**src/rtl/pipe_ctrl_pkg.sv**
```systemverilog
// rtl/pipe_ctrl_pkg.sv - shared types and constants for the pipeline stall/flush controller
package pipe_ctrl_pkg;

   typedef enum logic [1:0] {
      RUN    = 2'd0,
      DRAIN  = 2'd1,
      HALTED = 2'd2
   } pipe_ctrl_state_t;

   // EX -> MEM -> WB travel time of an accepted HLT
   localparam int HLT_DRAIN_CYCLES = 3;

   typedef struct packed {
      logic load_use;
      logic flag;
   } hazard_t;

endpackage

```
**src/rtl/pipe_hazard_detect.sv**
```systemverilog
// rtl/pipe_hazard_detect.sv - combinational load-use and flag hazard detection between ID and EX
module pipe_hazard_detect
   import pipe_ctrl_pkg::*;
#(
   parameter int REG_W = 4
) (
   input  logic [REG_W-1:0] id_src_a,
   input  logic [REG_W-1:0] id_src_b,
   input  logic             id_uses_a,
   input  logic             id_uses_b,
   input  logic             id_br_flags,
   input  logic [REG_W-1:0] ex_dst,
   input  logic             ex_mem_read,
   input  logic             ex_reg_write,
   input  logic             ex_sets_flags,
   output hazard_t          hazard
);

   logic ex_load_live;
   logic match_a;
   logic match_b;

   // R0 is hardwired, so a load targeting it never produces a usable value to wait for
   assign ex_load_live = ex_mem_read & ex_reg_write & (ex_dst != '0);
   assign match_a      = id_uses_a & (id_src_a == ex_dst);
   assign match_b      = id_uses_b & (id_src_b == ex_dst);

   always_comb begin
      hazard          = '0;
      hazard.load_use = ex_load_live & (match_a | match_b);
      hazard.flag     = id_br_flags & ex_sets_flags;
   end

endmodule

```
**src/rtl/pipeline_hazard_ctrl.sv**
```systemverilog
// rtl/pipeline_hazard_ctrl.sv - stall/flush/freeze controller and HLT drain sequencer; PIPE_CTRL_PERF_EN adds perf counters
module pipeline_hazard_ctrl
   import pipe_ctrl_pkg::*;
#(
   parameter int REG_W        = 4,
   parameter int DRAIN_CYCLES = HLT_DRAIN_CYCLES,
   parameter int PERF_W       = 32
) (
   input  logic              clk,
   input  logic              rst_n,
   input  logic [REG_W-1:0]  id_src_a,
   input  logic [REG_W-1:0]  id_src_b,
   input  logic              id_uses_a,
   input  logic              id_uses_b,
   input  logic              id_br_flags,
   input  logic              id_br_taken,
   input  logic              id_hlt,
   input  logic [REG_W-1:0]  ex_dst,
   input  logic              ex_mem_read,
   input  logic              ex_reg_write,
   input  logic              ex_sets_flags,
   input  logic              mem_busy,
   output logic              pc_stall,
   output logic              if_id_stall,
   output logic              if_id_flush,
   output logic              id_ex_flush,
   output logic              pipe_freeze,
   output logic              hlt_done,
   output logic [PERF_W-1:0] stall_cycles,
   output logic [PERF_W-1:0] flush_count
);

   localparam int CNT_W = (DRAIN_CYCLES > 1) ? $clog2(DRAIN_CYCLES) : 1;
   localparam logic [CNT_W-1:0] DRAIN_LOAD = CNT_W'(DRAIN_CYCLES - 1);

   pipe_ctrl_state_t state_q, state_d;
   logic [CNT_W-1:0] cnt_q, cnt_d;
   hazard_t          hazard;
   logic             any_hazard;

   pipe_hazard_detect #(
      .REG_W (REG_W)
   ) u_detect (
      .id_src_a      (id_src_a),
      .id_src_b      (id_src_b),
      .id_uses_a     (id_uses_a),
      .id_uses_b     (id_uses_b),
      .id_br_flags   (id_br_flags),
      .ex_dst        (ex_dst),
      .ex_mem_read   (ex_mem_read),
      .ex_reg_write  (ex_reg_write),
      .ex_sets_flags (ex_sets_flags),
      .hazard        (hazard)
   );

   assign any_hazard = hazard.load_use | hazard.flag;

   always_ff @(posedge clk) begin
      if (!rst_n) begin
         state_q <= RUN;
         cnt_q   <= '0;
      end else begin
         state_q <= state_d;
         cnt_q   <= cnt_d;
      end
   end

   always_comb begin
      state_d     = state_q;
      cnt_d       = cnt_q;
      pc_stall    = 1'b0;
      if_id_stall = 1'b0;
      if_id_flush = 1'b0;
      id_ex_flush = 1'b0;
      pipe_freeze = 1'b0;
      hlt_done    = 1'b0;
      unique case (state_q)
         RUN: begin
            // a wait state freezes everything; flushes would be lost while frozen
            if (mem_busy) begin
               pc_stall    = 1'b1;
               if_id_stall = 1'b1;
               pipe_freeze = 1'b1;
            end else if (any_hazard) begin
               pc_stall    = 1'b1;
               if_id_stall = 1'b1;
               id_ex_flush = 1'b1;
            end else if (id_br_taken) begin
               if_id_flush = 1'b1;
            end else if (id_hlt) begin
               pc_stall    = 1'b1;
               if_id_flush = 1'b1;
               state_d     = DRAIN;
               cnt_d       = DRAIN_LOAD;
            end
         end
         DRAIN: begin
            pc_stall    = 1'b1;
            if_id_flush = 1'b1;
            if (mem_busy) begin
               pipe_freeze = 1'b1;
            end else if (cnt_q == '0) begin
               state_d = HALTED;
            end else begin
               cnt_d = cnt_q - CNT_W'(1);
            end
         end
         HALTED: begin
            pc_stall    = 1'b1;
            if_id_stall = 1'b1;
            pipe_freeze = 1'b1;
            hlt_done    = 1'b1;
         end
         default: begin
            state_d = RUN;
            cnt_d   = '0;
         end
      endcase
      if (!rst_n) begin
         pc_stall    = 1'b0;
         if_id_stall = 1'b0;
         if_id_flush = 1'b0;
         id_ex_flush = 1'b0;
         pipe_freeze = 1'b0;
         hlt_done    = 1'b0;
      end
   end

`ifdef PIPE_CTRL_PERF_EN
   logic [PERF_W-1:0] stall_q;
   logic [PERF_W-1:0] flush_q;
   logic              count_en;

   assign count_en = (state_q != HALTED);

   always_ff @(posedge clk) begin
      if (!rst_n) begin
         stall_q <= '0;
         flush_q <= '0;
      end else begin
         if (count_en && pc_stall && (stall_q != '1)) begin
            stall_q <= stall_q + PERF_W'(1);
         end
         if (count_en && (if_id_flush || id_ex_flush) && (flush_q != '1)) begin
            flush_q <= flush_q + PERF_W'(1);
         end
      end
   end

   assign stall_cycles = rst_n ? stall_q : '0;
   assign flush_count  = rst_n ? flush_q : '0;
`else
   assign stall_cycles = '0;
   assign flush_count  = '0;
`endif

endmodule

```
**config.mk**
```make
export PLATFORM = sky130hd
export DESIGN_NAME = pipeline_hazard_ctrl
export DESIGN_NICKNAME = d
export VERILOG_FILES = /design/src/rtl/pipe_ctrl_pkg.sv /design/src/rtl/pipe_hazard_detect.sv /design/src/rtl/pipeline_hazard_ctrl.sv
export SDC_FILE = /design/constraint.sdc
export NUM_CORES = 1
export LEC_CHECK = 0
export CAP_MARGIN = 10
export CORE_MARGIN = 2
export CORE_UTILIZATION = 70
export CTS_BUF_LIST = sky130_fd_sc_hd__clkbuf_8
export CTS_CLUSTER_DIAMETER = 60
export DETAILED_ROUTE_END_ITERATION = 10
export DONT_BUFFER_PORTS = 1
export PLACE_DENSITY = 0.95
export RECOVER_POWER = 25
export SYNTH_ARGS = -nofsm -noshare
export SYNTH_HDL_FRONTEND = slang
export SYNTH_HIERARCHICAL = 1
export SYNTH_SLANG_ARGS = --single-unit
```
**constraint.sdc**
```tcl
create_clock -name clk -period 6.6 [get_ports clk]
set_input_delay 1.98 -clock clk [delete_from_list [all_inputs] [get_ports clk]]
set_output_delay 1.98 -clock clk [all_outputs]
set_load 0.01 [all_outputs]
```
After elaboration in Yosys (flattened, before gate mapping)
Cells that the tools add are included.
Storage, ports and cells
  register bits after elaboration: 4
  latch bits: 0
  memory bits (writable): 0
  memory bits (read-only): 0
  word-level logic and storage cells: 67
  memories kept: 0
Operators by class
  add/subtract/negate cells: 1
  multiply operators: 0
  div/mod/pow operators: 0
  order comparisons: 0
  eq/ne operators: 11
  shift-type cells: 0
  mux-type cells: 37
  bitwise logic cells: 9
  reductions and logical operators: 7
Operator list (number)
  $mux W2: 12
  $mux W1: 19
  $ne A2 B2 Y1 const B: 7
  $reduce_and A7 Y1: 2
  $pmux W2 S3: 2
  $eq A4 B4 Y1: 2
  $pmux W1 S2: 4
  $and A1 B1 Y1: 6
  $logic_not A2 Y1: 2
  $reduce_bool A4 Y1: 1
  $reduce_or A2 Y1: 2
  $eq A2 B1 Y1 const B: 1
  $eq A2 B2 Y1 const B: 1
  $or A1 B1 Y1: 2
  $sub A2 B1 Y2 const B: 1
  $not A1 Y1: 1

Depth between registers and ports, before layout
  depth after elaboration: 9
  depth in mapped cells: 8
  depth with buffers taken out: 8

Hierarchy
Netlist, hierarchy kept.
Modules (own cells, without submodules)
  pipeline_hazard_ctrl: times used 1, cells each 112, area an instance 879.6 um2, sequential area each 80.1 um2
  pipe_hazard_detect: times used 1, cells each 16, area an instance 113.9 um2, sequential area each 0.0 um2

Least setup slack after synthesis
Ideal clock, no wire load.
  path kind: input port to output port
  from: in ex_dst[0]
  to: out if_id_flush
  arrival: 3104 ps
  required time: 4620 ps
  setup slack: 1516 ps
  stages on the path: 6
  buffers on the path: 0
  path through: or4_1 -> nand3_1 -> a21oi_1 -> nor2_1 -> o2111a_1 -> o21a_1
RTL lines
  from (decl): RTL line pipeline_hazard_ctrl.sv:18  | input logic [REG_W-1:0] ex_dst,
  to (decl): RTL line pipeline_hazard_ctrl.sv:25  | output logic if_id_flush,

==> summary.md <==
| Metric | Value |
|---|---|
| Setup-failing EPs final | `0` |
| Gr ovfl total | `0` |
| Area contributors post-synth | `buf_4, dfxtp_1, ha_1, xor2_1, mux2i_1` |
| Sequential share of power | `about 22%` |
| Inserted Diodes | `0` |
| Gpl congestion | `0.6997` |
| Syn-to-layout area delta | `-20.53%` |
| Post-synthesis sequential area ratio | `8.060%` |
| WL final | `1477 um` |
| CP max FO | `3` |
| Finished Cell Area | `around 790 sq um` |
| Tot GR Track Use | `14.38%` |
| Total Neg Setup Slack | `0 ns` |
| Share of post-route cells with drive strength above 1 | `approximately 3.1%` |
| RSZ-0062 raised after global routing | `no` |
| Area of the die | `around 1700 sq um` |
| Worst min-delay path category | `reg2reg` |
| Initial Utilization | `roughly 75%` |
| Tmin final | `between 5 and 6 ns` |
| Synth cell types | `28` |
| DP HPWL | `1262 um` |
| Final Non-Filler Cells | `approximately 140` |
| Met3 usage | `4.783%` |
| DIE WIDTH | `~42 um` |
| Pint | `just over 0.08 mW` |
| Core area | `between 1000 and 1500 sq um` |
| Postcts setup bufs | `0` |
| Startpoint types | `input port` |
| Skew final | `between 0.0007 and 0.0008 ns` |
| Post-CTS sizing | `0` |
| Syn Std Cell Area | `approximately 990 sq um` |
| # hold bufs at CTS | `0` |
| Yosys top cell area share | `48.36%` |
| Post-synth top cells | `buf_4, ha_1, inv_1, nand2_1, xor2_1` |
| Nets | `160` |
| Cts bufs inserted | `3` |
| Port bufs | `0` |
| Drt first pass iters | `4` |
| Post-Place Cells | `141` |
| Mean Syn Cell Area | `slightly below 8 sq um` |
| Clock Power Share | `a little under two fifths` |
| Fill count | `about 130` |
| Rows | `13` |
| Drt drc | `0` |
| WL per Instance | `slightly above 10 um` |
| Final design utilization | `59.92%` |
| Largest net degree at the start of global routing | `14` |
| Number of flops mapped to enable cells by yosys | `0` |
| Largest area contributor in the netlist | `buf_4` |
| Max VDD drop | `~0.00014 V` |
| Max Cap Violations | `0` |
| YS warnings | `6` |
| Ports | `a little over 90` |
| Most frequent cell after synthesis | `buf_4` |
| Seq cells post-synth | `4` |
| LEAKAGE | `approximately 0.45 nW` |
| Status | `finished, final reports clean` |
| ANT nets after route | `0` |
| M1 GR Usage | `approximately 13%` |
| CTS Sinks | `4` |
| Top_reg_cell synth | `dfxtp_1` |
| Power Dens Cells | `167.7 nW/um^2` |
| Vias in the first global route | `approximately 460` |
| Hold_ws | `around 0.47 ns` |
| Initial antenna violation count | `0` |
| Clock Path Buffers | `2` |
| Met2 Use GR | `between 20 and 30%` |
| Kind of critical path | `in2out` |
| Vias post-DR | `roughly 600` |
| Post-DP Area | `about 760 sq um` |
| Latest clock arrival within the worst-skew pair | `between 0.2 and 0.25 ns` |
| First-pass GRT wire length | `~2000 um` |
| Iteration-0 DRC Markers | `6` |
| Sw Ratio | `about two fifths` |
| Vias/cell | `between 4 and 5` |
| Crit path DAT | `between 3 and 4 ns` |
| Fin. Hold Viols | `0` |
| Combinational power share | `approximately 40%` |
| Most used routing layer | `met2` |
| CTS tree | `yes` |
| Net Sw Power | `0.05097 mW` |
| Slew Limit Fails | `0` |
| Tcrit/Tclk final | `roughly four fifths` |
| Maximum clock rate | `between 0.15 and 0.2 GHz` |
| H-tree Lvls | `1` |
| Worst Setup End Kind | `primary output` |
| Synth async-reset ratio | `0%` |
| Root buf cell | `clkbuf_8` |
| Post-Syn Instances | `between 100 and 150` |
| Die height | `roughly 42 um` |
| CP Data Required Time | `between 4 and 5 ns` |
| Clk pin slew, worst setup/hold paths | `0.03 ns` |
registers in the layout (all words and copies together) (netlist names):
name     count
cnt_q        2
state_q      2
area by class of cell:
type                    instances  area, sq um  area share, %
multi-input cells             116        626.9          79.40
flip-flops and latches          4        80.08          10.14
clock buffers                   3        41.29          5.230
inverters                       6        22.52          2.853
well taps                      15        18.77          2.377
critical path, stage by stage:
cell,delay [ns]
xor2_1,0.14
nor3_1,0.20
nand3_1,0.10
a21oi_1,0.21
nor2_1,0.10
nand3_1,0.09
a21oi_1,0.07
nor3b_1,0.35
cell families after synthesis:
family	synth area share [%]
mux	4.030
fa+ha+maj	7.556
simple gates	12.22
buf+inv	51.01
xor+xnor	7.053
flops	8.061
compound gates	9.697
other cells	0.3775
power by group through the flow:
| stage | Sequential [mW] | Combinational (mW) | Clock, mW |
|---|---|---|---|
| 4_1_cts | 0.0297 | 0.0555 | 0.0515 |
| 3_3_place_gp | 0.0296 | 0.0535 | 0 |
| 5_1_grt | 0.0301 | 0.0579 | 0.0531 |
| 2_1_floorplan | 0.0292 | 0.0787 | 0 |
| 6_report | 0.0297 | 0.0525 | 0.0503 |
| 3_5_place_dp | 0.0302 | 0.0549 | 0 |
metrics by stage:
stage               power (mW)  worst slack (ns)
floorplan               0.1079             1.516
global placement       0.08308             1.392
detailed placement     0.08506             1.349
CTS                     0.1367             1.349
global route            0.1411             1.184
finish                  0.1324             1.376
cells in the final DEF, fill, tap and decap left out, types with 2 or more instances in the layout:
cell type / synthesis / final
conb_1: 1 / 64
inv_1: 6 / 6
nand2_1: 6 / 6
ha_1: 6 / 6
xor2_1: 6 / 6
mux2i_1: 4 / 4
nand3_1: 4 / 4
dfxtp_1: 4 / 4
and2_1: 3 / 3
nor3_1: 3 / 3
clkbuf_8: 0 / 3
nor2_1: 2 / 2
o21a_1: 2 / 2
a21oi_1: 2 / 2
o21ai_0: 1 / 2
xnor2_1: 2 / 2
metal layers:
metal	up-vias	share of wire [%]
li1	287	-
met1	267	32
met2	42	57
met3	0	10
met4	0	0
met5	-	0
final timing paths:
check	startpoint	endpoint	slack [ns]	cells after the start
worst max register to register	state_q[0]	state_q[1]	4.61	6
worst min-delay path	cnt_q[1]	cnt_q[1]	0.47	2
worst max-delay path	ex_dst[1]	pc_stall	1.38	8
worst min register to register	cnt_q[1]	cnt_q[1]	0.47	2
Note: power is estimated with default switching activity, not from simulation.
==> RTL edit 1, RTL diff (same settings) <==
The 3 states of `pipe_ctrl_state_t` get a one-hot encoding in 3 bits.
--- a/src/rtl/pipe_ctrl_pkg.sv
+++ b/src/rtl/pipe_ctrl_pkg.sv
@@ -1,10 +1,10 @@
 // rtl/pipe_ctrl_pkg.sv - shared types and constants for the pipeline stall/flush controller
 package pipe_ctrl_pkg;
 
-   typedef enum logic [1:0] {
-      RUN    = 2'd0,
-      DRAIN  = 2'd1,
-      HALTED = 2'd2
+   typedef enum logic [2:0] {
+      RUN    = 3'b001,
+      DRAIN  = 3'b010,
+      HALTED = 3'b100
    } pipe_ctrl_state_t;
 
    // EX -> MEM -> WB travel time of an accepted HLT
Behaviour: no difference found for any inputs over 10 cycles, from zero or initial values and one cycle with rst_n low; not proved beyond that.
==> RTL edit 1 against the unedited design <==
  * The run now fails in global placement without I/O (3_1_place_gp_skip_io)
  * Area after synthesis up 1.6%
==> RTL edit 1: results (changes against the unedited design) <==
{| class="wikitable"
! Metric !! Value
|-
| Error that halted the flow || [ERROR GPL-0301] Utilization 101.784 % exceeds 100%.
|-
| Most common flop cell mapped by yosys || sky130_fd_sc_hd__dfxtp_1 (unchanged)
|-
| Leading post-synthesis cells by cell area || sky130_fd_sc_hd__buf_4 (48%), sky130_fd_sc_hd__dfxtp_1 (9.9%), sky130_fd_sc_hd__xor2_1 (5.2%) (was sky130_fd_sc_hd__buf_4 (48%), sky130_fd_sc_hd__dfxtp_1 (8.1%), sky130_fd_sc_hd__ha_1 (7.6%))
|-
| Failing step || global placement without I/O (3_1_place_gp_skip_io)
|-
| Yosys synthesis warning count || 6 (unchanged)
|-
| Commonest cells in the netlist || sky130_fd_sc_hd__buf_4 (64), sky130_fd_sc_hd__a21oi_1 (6), sky130_fd_sc_hd__xor2_1 (6), sky130_fd_sc_hd__dfxtp_1 (5), sky130_fd_sc_hd__nor3_1 (5) (was sky130_fd_sc_hd__buf_4 (64), sky130_fd_sc_hd__ha_1 (6), sky130_fd_sc_hd__inv_1 (6), sky130_fd_sc_hd__nand2_1 (6), sky130_fd_sc_hd__xor2_1 (6))
|-
| Sequential fraction of the synthesis area || 0.0991 (was 0.0806)
|-
| Leading cell type by number of instances after synthesis || sky130_fd_sc_hd__buf_4 (unchanged)
|-
| Synthesized instance count || 137 (was 128)
|-
| Run status || aborted with a tool error (was finished, final reports clean)
|-
| Number of distinct library cell variants in the gate-level netlist after synthesis || 34 (was 28)
|-
| Async S/R FF share, synth || 0 (unchanged)
|-
| Register bit total from synthesis || 5 (was 4)
|-
| Die width || 42.0 µm (was 41.7 µm)
|}
RTL edit 1: changes by cell type after synthesis, moves of 3 or more:
cell | before | now
sky130_fd_sc_hd__nor2b_1 | 0 | 4
sky130_fd_sc_hd__ha_1 | 6 | 1
sky130_fd_sc_hd__a21oi_1 | 2 | 6
sky130_fd_sc_hd__o21ai_0 | 1 | 4
sky130_fd_sc_hd__nand2b_1 | 0 | 3
sky130_fd_sc_hd__mux2i_1 | 4 | 1
RTL edit 1: cells by family after synthesis:
family | count (synthesis) | synth area share
mux | 1 | 0.00991
xor+xnor | 8 | 0.0694
compound gates | 19 | 0.119
other cells | 1 | 0.00371
buf+inv | 70 | 0.499
fa+ha+maj | 1 | 0.0124
simple gates | 32 | 0.187
flops | 5 | 0.0991
==> RTL edit 2, RTL diff (config.mk and constraints unchanged) <==
Made on the original files. The option `PIPE_CTRL_PERF_EN` is turned on by a define.
--- a/src/rtl/pipeline_hazard_ctrl.sv
+++ b/src/rtl/pipeline_hazard_ctrl.sv
@@ -1,4 +1,6 @@
 // rtl/pipeline_hazard_ctrl.sv - stall/flush/freeze controller and HLT drain sequencer; PIPE_CTRL_PERF_EN adds perf counters
+`define PIPE_CTRL_PERF_EN
+
 module pipeline_hazard_ctrl
    import pipe_ctrl_pkg::*;
 #(
Behaviour: not the same (Yosys sat finds a counterexample within 4 cycles, from zero or initial values and one cycle with rst_n low).
==> RTL edit 2 against the unedited design <==
  * The run now ends with capacitance limit, slew limit left
  * Final area rose to 5.6 times the old value
  * Total power grew to 6.9 times the old value
  * Setup slack got worse by 150 ps
  * Sequential cell count is 64 higher
  * Critical path depth decreased by 1
  * Routed wire length grew to 7.0 times the old value
  * Area after synthesis rose to 4.3 times the old value
  * Combinational power grew to 3.2 times the old value
  * Fmax fell by 2.7%
==> RTL edit 2: results (changes against the unedited design) <==
{| class="wikitable"
! Metric !! Value
|-
| Compound-cell area share of the yosys netlist || 0.151 (was 0.0970)
|-
| Wirelength per Cell || 17.1 µm (was 10.3 µm)
|-
| Placed Cells || 586 (was 141)
|-
| Main combinational cell family by area after synthesis || simple AND/OR/NAND/NOR gates (was buffers and inverters)
|-
| Number of pins with negative max-slew slack in the final report || 28 (was 0)
|-
| Drt first pass iters || 6 (was 4)
|-
| Share of cells above drive strength 1 || 0.0933 (was 0.0310)
|-
| Violated checks || capacitance limit, slew limit
|-
| Crit path DAT || 3390 ps (was 3240 ps)
|-
| Final Non-Filler Cells || 600 (was 144)
|-
| GPL Wtd Cong || 0.914 (was 0.700)
|-
| Violation count after the first detailed-route iteration || 289 (was 6)
|-
| Number of distinct library cell variants in the gate-level netlist after synthesis || 50 (was 28)
|-
| Mux contribution to synthesized area || 0.0568 (was 0.0403)
|-
| Number of maximum-capacitance constraint violations || 1 (was 0)
|-
| Largest net degree at the start of global routing || 64 (was 14)
|-
| Lkg Pwr || 1.41 nW (was 0.448 nW)
|-
| Xor and xnor area share after synthesis || 0.0224 (was 0.0705)
|-
| Clock Skews || 12.6 ps (was 0.709 ps)
|-
| Top flop regs || flush_q: 32 flops, stall_q: 32 flops (was cnt_q: 2 flops, state_q: 2 flops)
|-
| Pre-CTS setup slack || 1230 ps (was 1350 ps)
|-
| Htree depth || 3 (was 1)
|-
| Adder-cell area share of the yosys netlist || 0.0233 (was 0.0756)
|-
| Worst IR drop on VDD || 0.000154 V (was 0.000141 V)
|-
| Sequential fraction of the synthesis area || 0.317 (was 0.0806)
|-
| Post-layout net count || 553 (was 160)
|-
| Leading post-synthesis cells by cell area || sky130_fd_sc_hd__dfxtp_1 (32%), sky130_fd_sc_hd__and2_1 (9.0%), sky130_fd_sc_hd__nor2_1 (4.2%) (was sky130_fd_sc_hd__buf_4 (48%), sky130_fd_sc_hd__dfxtp_1 (8.1%), sky130_fd_sc_hd__ha_1 (7.6%))
|-
| Vias after detailed routing || 4128 (was 596)
|-
| Inserted Clock Buffers || 9 (was 3)
|-
| Commonest cells in the netlist || sky130_fd_sc_hd__dfxtp_1 (68), sky130_fd_sc_hd__and2_1 (62), sky130_fd_sc_hd__nor2_1 (48), sky130_fd_sc_hd__a21oi_1 (35), sky130_fd_sc_hd__nand2_1 (31) (was sky130_fd_sc_hd__buf_4 (64), sky130_fd_sc_hd__ha_1 (6), sky130_fd_sc_hd__inv_1 (6), sky130_fd_sc_hd__nand2_1 (6), sky130_fd_sc_hd__xor2_1 (6))
|-
| Synthesized instance count || 534 (was 128)
|-
| Detail Placement HPWL || 7170 µm (was 1260 µm)
|-
| Run status || complete, but fails checks (was finished, final reports clean)
|}
[RTL edit 2: routing by layer]
| layer | global-route usage | share of wire | up-vias |
|---|---|---|---|
| met5 | 0 | 0 | - |
| met4 | 0.108 | 0.015 | 0 |
| met3 | 0.0750 | 0.096 | 18 |
| met2 | 0.513 | 0.47 | 207 |
| met1 | 0.382 | 0.42 | 1950 |
| li1 | - | - | 1953 |
[RTL edit 2: final timing paths]
| kind | start | end | slack, ps | cells past startpoint |
|---|---|---|---|---|
| max | ex_dst[0] | if_id_flush | 1230 | 7 |
| max reg2reg | stall_q[1]$_SDFFE_PN0P_ | stall_q[14]$_SDFFE_PN0P_ | 3140 | 6 |
| min reg2reg | flush_q[11]$_SDFFE_PN0P_ | flush_q[11]$_SDFFE_PN0P_ | 500 | 2 |
| min | flush_q[11]$_SDFFE_PN0P_ | flush_q[11]$_SDFFE_PN0P_ | 500 | 2 |
[RTL edit 2: metrics by stage]
step	total power [W]	instance area (µm²)
6_report	0.000914	4440
5_1_grt	0.000950	4440
4_1_cts	0.000914	4460
3_5_place_dp	0.000610	4280
3_3_place_gp	0.000603	4280
2_1_floorplan	0.000591	4290
[RTL edit 2: cell families after synthesis]
family | Yosys count
fa+ha+maj | 8
flops | 68
mux | 21
xor+xnor | 11
simple gates | 288
buf+inv | 40
compound gates | 98
[RTL edit 2: worst max-delay path, stage by stage]
cell,delay [ps]
sky130_fd_sc_hd__or4_1,510
sky130_fd_sc_hd__nand3_1,90
sky130_fd_sc_hd__a21oi_1,60
sky130_fd_sc_hd__or3_1,400
sky130_fd_sc_hd__nor2_1,130
sky130_fd_sc_hd__nor2_1,50
sky130_fd_sc_hd__nor2_1,180
[RTL edit 2: area by class of cell]
| cell class | instances | area (µm²) |
|---|---|---|
| Inverter | 16 | 60.1 |
| Tap cell | 75 | 93.8 |
| Clock buffer | 12 | 165 |
| Sequential cell | 68 | 1360 |
| Multi-Input combinational cell | 426 | 2740 |
| Timing Repair Buffer | 1 | 7.51 |
| Fill cell | 433 | 1490 |
| Clock inverter | 2 | 11.3 |
[RTL edit 2: power by group]
group	switching, W	total (W)	internal (W)	leakage (nW)
registers	0.0000134	0.000436	0.000422	0.548
clock network	0.000150	0.000312	0.000162	0.0918
logic	0.000112	0.000166	0.0000544	0.769
